`config.mk`:
```
export PLATFORM = sky130hd
export DESIGN_NAME = cen_accumulator
export DESIGN_NICKNAME = d
export VERILOG_FILES = /design/src/rtl/cen_accumulator.sv
export SDC_FILE = /design/constraint.sdc
export NUM_CORES = 1
export LEC_CHECK = 0
export CELL_PAD_IN_SITES_DETAIL_PLACEMENT = 1
export CELL_PAD_IN_SITES_GLOBAL_PLACEMENT = 1
export CORE_ASPECT_RATIO = 0.75
export CORE_MARGIN = 2
export CORE_UTILIZATION = 35
export CTS_CLUSTER_DIAMETER = 120
export CTS_CLUSTER_SIZE = 10
export DETAILED_ROUTE_END_ITERATION = 10
export GPL_TIMING_DRIVEN = 0
export HOLD_SLACK_MARGIN = 0.15
export PLACE_DENSITY = 0.84
export SLEW_MARGIN = 10
export SYNTH_ARGS = -nofsm -noshare
export SYNTH_HDL_FRONTEND = slang
export SYNTH_SLANG_ARGS = --single-unit
export TNS_END_PERCENT = 100
```
`constraint.sdc`:
```
create_clock -name clk -period 3.4 [get_ports clk]
set_input_delay 0.68 -clock clk [delete_from_list [all_inputs] [get_ports clk]]
set_output_delay 0.68 -clock clk [all_outputs]
set_load 0.01 [all_outputs]
```
`src/rtl/cen_accumulator.sv`:
```
// Four-channel block accumulator feeding the centering divider.
// Sums N_SAMPLES accepted sample sets, then pulses sum_valid for one cycle.
module cen_accumulator #(
  parameter int DATA_W    = 32,
  parameter int SUM_W     = 40,
  parameter int N_SAMPLES = 128
) (
  input  logic                             clk,
  input  logic                             rst,
  input  logic                             start,
  input  logic                             in_valid,
  input  logic [DATA_W-1:0]                x1,
  input  logic [DATA_W-1:0]                x2,
  input  logic [DATA_W-1:0]                x3,
  input  logic [DATA_W-1:0]                x4,
  output logic                             in_ready,
  output logic                             busy,
  output logic [SUM_W-1:0]                 sum1,
  output logic [SUM_W-1:0]                 sum2,
  output logic [SUM_W-1:0]                 sum3,
  output logic [SUM_W-1:0]                 sum4,
  output logic                             sum_valid,
  output logic [$clog2(N_SAMPLES+1)-1:0]   count
);

  localparam int CNT_W = $clog2(N_SAMPLES + 1);

  typedef enum logic [1:0] {
    IDLE = 2'd0,
    ACC  = 2'd1,
    DONE = 2'd2
  } state_t;

  state_t           r_state;
  state_t           w_next;
  logic [SUM_W-1:0] r_sum [4];
  logic [CNT_W-1:0] r_count;
  logic             w_clear;
  logic             w_accept;
  logic             w_last;

  // Start is honoured only between blocks; DONE can chain straight into ACC.
  assign w_clear  = start && ((r_state == IDLE) || (r_state == DONE));
  assign w_accept = in_valid && (r_state == ACC);
  assign w_last   = (r_count == CNT_W'(N_SAMPLES - 1));

  always_comb begin
    w_next = r_state;
    case (r_state)
      IDLE:    if (start) w_next = ACC;
      ACC:     if (w_accept && w_last) w_next = DONE;
      DONE:    w_next = start ? ACC : IDLE;
      default: w_next = IDLE;
    endcase
  end

  always_ff @(posedge clk) begin
    if (rst) begin
      r_state <= IDLE;
      r_count <= '0;
      for (int i = 0; i < 4; i++) r_sum[i] <= '0;
    end else begin
      r_state <= w_next;
      if (w_clear) begin
        r_count <= '0;
        for (int i = 0; i < 4; i++) r_sum[i] <= '0;
      end else if (w_accept) begin
        r_count  <= r_count + CNT_W'(1);
        r_sum[0] <= r_sum[0] + SUM_W'(x1);
        r_sum[1] <= r_sum[1] + SUM_W'(x2);
        r_sum[2] <= r_sum[2] + SUM_W'(x3);
        r_sum[3] <= r_sum[3] + SUM_W'(x4);
      end
    end
  end

  assign in_ready  = (r_state == ACC);
  assign busy      = (r_state == ACC);
  assign sum_valid = (r_state == DONE);
  assign count     = r_count;
  assign sum1      = r_sum[0];
  assign sum2      = r_sum[1];
  assign sum3      = r_sum[2];
  assign sum4      = r_sum[3];

endmodule

```
Word-level counts from Yosys, hierarchy flattened
Memories as Yosys holds them, arrays and structs flattened. Cells that the tools add are included.

Input bits: 132. Bits in writable memories: 160. Bits in registers: 10. Memories kept: 1.

Bitwise gates (word level): 8. $add $sub $neg: 5. Reduce and logical (&&, ||, !) cells: 7. Equal/unequal tests: 5. Mux-type cells: 21.

Memory list: r_sum (words 4, bits a word 40, read ports 4, clocked after memory_dff 0, write ports 4, RTL line 36) `logic [SUM_W-1:0] r_sum [4];`.

Operators with widths (count): $mux W40 (8); $add A40 B32 Y40 (4); $mux W1 (10); $add A8 B1 Y8 const B (1); $eq A8 B7 Y1 const B (1); $or A1 B1 Y1 (8); $pmux W2 S3 (1); $mux W2 (2); $logic_and A1 B1 Y1 (3); $eq A2 B1 Y1 const B (1); $eq A2 B2 Y1 const B (1); $logic_not A2 Y1 (1); $ne A2 B1 Y1 const B (1); $ne A2 B2 Y1 const B (1); $reduce_and A2 Y1 (1); $reduce_or A2 Y1 (1); $logic_or A1 B1 Y1 (1).

Longest topological paths before layout
Gate-level depths: netlist of the first run.

Depth after elaboration: 8. Depth in mapped cells: 12. Gate-level depth less buffers: 12.

Worst setup path after synthesis of the first run
No wires, ideal clock.

Path type: input-to-reg. From: input rst. To: memory r_sum[0][0] (enable). Stages: 6. Setup time: 434 ps. Buffers on the path: 3. Path slack: -198 ps. Arrival time: 3165 ps. Cell sequence: clkbuf_1 -> nand2b_1 -> clkbuf_1 -> nor2_1 -> clkbuf_1 -> inv_1.

RTL lines: from (decl) (RTL line 9) `input logic rst,`; to (decl) (RTL line 36).

==> results of run 1 <==
[placed cells by master, fill, tap and decap left out, types with 9 or more instances in the layout]
cell	count
buf_4	28
xor2_1	58
nand4_1	33
clkdlybuf4s50_1	298
or3_1	25
a31oi_1	13
xnor2_1	50
clkbuf_1	45
nand2b_1	16
nor3_1	27
o21a_1	19
nand2_1	142
o21bai_1	14
a21oi_1	136
clkbuf_16	19
nor2b_1	10
edfxtp_1	120
and3_1	23
a211oi_1	10
o21ai_0	82
o21ai_1	9
a21o_1	75
and2_1	15
o211ai_1	16
nor2_1	153
dfxtp_1	50
nand3_1	50
inv_1	38
ha_1	119
[per-stage QoR]
step,instance area (µm²),cells
finish,18140,2387
global route,18140,2387
CTS,17770,2372
detailed placement,17030,2333
global placement,16970,2330
floorplan,13320,1525
[cells by family after synthesis]
family,count (synthesis),synth area share (%)
fa+ha+maj,133,12.72
mux,8,0.6013
flops,170,34.57
compound gates,450,21.82
buf+inv,103,2.969
simple gates,553,20.21
xor+xnor,108,7.103
[final cells by class]
type | instances | area, µm² | area share, %
flip-flops and latches | 170 | 4604 | 25.39
repair inverters | 1 | 7.507 | 0.04139
multi-input cells | 1252 | 8653 | 47.71
inverters | 41 | 157.7 | 0.8692
clock buffers | 19 | 475.5 | 2.621
clock inverters | 13 | 101.3 | 0.5588
plain buffers | 56 | 224.0 | 1.235
well taps | 504 | 630.6 | 3.477
repair buffers | 331 | 3283 | 18.10
[flip-flops by register name (all words and copies together) (netlist names)]
register and cells:
r_sum 160, count 8, r_state 2
[power breakdown]
| group | switching [W] | internal [W] |
|---|---|---|
| Clock | 0.000990 | 0.00104 |
| Combinational | 0.00120 | 0.000971 |
| Sequential | 0.000117 | 0.00236 |
[how the worst max path moves through the flow]
stage | from | to | slack (ns) | cells after the start
after floorplan | rst | r_sum[0][0]$_SDFFCE_PN0P_ | 0.03 | 6
after global placement | start | r_sum[0][15]$_SDFFCE_PN0P_ | -1.83 | 7
after detailed placement | x1[0] | r_sum[0][32]$_SDFFCE_PN0P_ | -0.82 | 12
after CTS | x2[3] | r_sum[1][38]$_SDFFCE_PN0P_ | 0.002 | 11
after global routing | x2[10] | r_sum[1][32]$_SDFFCE_PN0P_ | -0.08 | 12
final | x2[0] | r_sum[1][32]$_SDFFCE_PN0P_ | 0.02 | 13
[routing by layer]
| layer | global-route usage (%) | vias to the layer above | wire (µm) |
|---|---|---|---|
| met5 | 0 | - | 0 |
| met4 | 5.790 | 0 | 977 |
| met3 | 4.139 | 52 | 2356 |
| met2 | 40.78 | 356 | 24110 |
| met1 | 32.23 | 6708 | 22960 |
| li1 | - | 6326 | - |
[what timing repair did]
item,4_1_cts,5_1_grt
setup buffers,7,20
gates cloned,1,0
pin swaps,10,39
resized for setup,23,50
endpoints found under the setup margin,148,35
==> impl_metrics.csv, run 1 <==
group,metric,value,unit
outcome,status,"completed",
placed_design,portBuffers,301,
detailed_routing,remaining_drc_errors,0,
timing,hold_viol_final,0,
cts,hold_buffers,0,
cells_and_area,antenna_cells,0,
timing,setup_viol,0,
cells_and_area,area_delta_synth_final,36.19,%
cells_and_area,drive_gt1_share,7.541,%
cells_and_area,fillCellCount,4317,
timing,finalCriticalPeriod,3.380,ns
cts,insertion_delay,0.45,ns
placed_design,dp_hpwl,38080,µm
worst_setup_path,path_max_fanout,2,
timing,period_share,99.42,%
yosys,synth_ff_type,"edfxtp_1",
worst_hold_path,hold_path_end,"r_state[1]$_SDFFE_PP0P_",
timing,worst_pin_slew,1.091,ns
worst_hold_path,hold_start,"r_state[1]$_SDFFE_PP0P_",
worst_hold_path,hold_depth,1,
yosys,synth_area,13320,µm²
cts,clock_sinks,170,
floorplan,ioPinCount,303,
cts,cts_tree,"built",
detailed_routing,drt.antenna.violating_nets,0,
detailed_routing,detail_route.wl_per_cell,21.12,µm
detailed_routing,finalWirelength,50400,µm
run,maxCapViolations,0,
worst_setup_path,required,3.57,ns
yosys,synth_nets,1790,
worst_setup_path,ff2ff_setup_slack,0.14,ns
floorplan,initial_core_util,35.68,%
timing,relSlewSlack,27.25,%
yosys,synth_common_cells,"nor2_1 (154), a21oi_1 (143), nand2_1 (143)",
yosys,avgSynthCellArea,8.733,µm²
yosys,ys_seq_elements,170,
worst_setup_path,critPathTopFamily,"compound AO/OA/AOI/OAI gates",
cts,clk_path_buf_depth,2,
floorplan,core,37320,µm²
worst_setup_path,crit_type,"input port to flop",
yosys,synthTopCellsByArea,"edfxtp_1 (27%), ha_1 (12%), dfxtp_1 (7.5%)",
worst_setup_path,cp_slowest_cell,"clkdlybuf4s50_1",
timing,timing.hold.ws,0.4442,ns
timing,final.setup_skew,0.01674,ns
pwr,power,0.006673,W
worst_setup_path,critical_path_arrival,3.55,ns
pwr,pwr_density_cell,367.9,nW/µm²
global_route,grt_max_degree,32,
floorplan,fp.dieW,229.2,µm
global_route,grt-ovfl-total,0,
cells_and_area,nets,2135,
placed_design,place_ws,-0.8245,ns
timing,fin_ws,0.01957,ns
cts,htree_levels,4,
worst_setup_path,worstReg2RegEnd,"r_sum[3][36]$_SDFFCE_PN0P_",
floorplan,rows,61,
worst_setup_path,slowest_delay,0.47,ns
global_route,grt_antenna_before_repair,0,
placed_design,globalplace.congestion,0.9114,
global_route,grt.total_usage,24.18,%
timing,tns,0,ns
yosys,async_reset_ff_share,0,%
timing,max_clock_freq,295.8,MHz
yosys,synth_seq_area_share,34.57,%
timing,finalMaxSlewViolations,0,
detailed_routing,drt_iter0_drc,841,
worst_setup_path,rr_startpoint,"r_sum[3][0]$_SDFFCE_PN0P_",
global_route,grt_pass1_vias,13822,
detailed_routing,vias,13442,
cts,cts_buffers,17,
worst_setup_path,startpoint_type,"input port",
yosys,yosysUniqueCellTypes,74,
cells_and_area,final_util,48.60,%
worst_setup_path,endpoint_kind,"flop",
floorplan,die_h,172.9,µm
detailed_routing,dr.pass1.iters,5,
worst_setup_path,r2r_cells,12,
yosys,synth-edff-count,120,
pwr,ir_drop,0.2675,mV
yosys,synth_cells,1525,
global_route,grt_pass1_wl,77000,µm
worst_hold_path,hold_class,"flop to flop",
pwr,leakage,7.376,nW
cts,cts-root-buf,"clkbuf_16",
floorplan,design.die.area,39640,µm²
yosys,yosysMostFrequentCell,"nor2_1",
yosys,synth_top_area_share,27.06,%
worst_setup_path,crit_chain,"clkdlybuf4s50_1 -> ha_2 -> fa_2 -> a21oi_2 -> o22ai_2 -> nand4_1 -> a311oi_4 -> a41oi_4 -> a2111oi_4 -> buf_4 -> o31a_1 -> o21a_1 -> nor3_1",
worst_setup_path,crit_buf_inv,2,
yosys,yosysTopAreaCell,"edfxtp_1",
cts,path_clk_slew,0.07,ns
yosys,yosys_warnings,0,
detailed_routing,viasPerCell,5.631,
(Power assumes the default switching activity.)
==> run 2: changes to the inputs <==
==> constraint.sdc (replaced) <==
create_clock -name clk -period 3.4 [get_ports clk]
set_input_delay 0.68 -clock clk [delete_from_list [all_inputs] [get_ports clk]]
set_output_delay 0.68 -clock clk [all_outputs]
set_load 0.02 [all_outputs]
==> results of run 2 <==
Same layout as run 1 (identical final DEF). Status: completed.
Main changes from that run: total power 0.006673 W -> 0.006769 W; worst IR drop on VDD 0.2675 mV -> 0.2677 mV
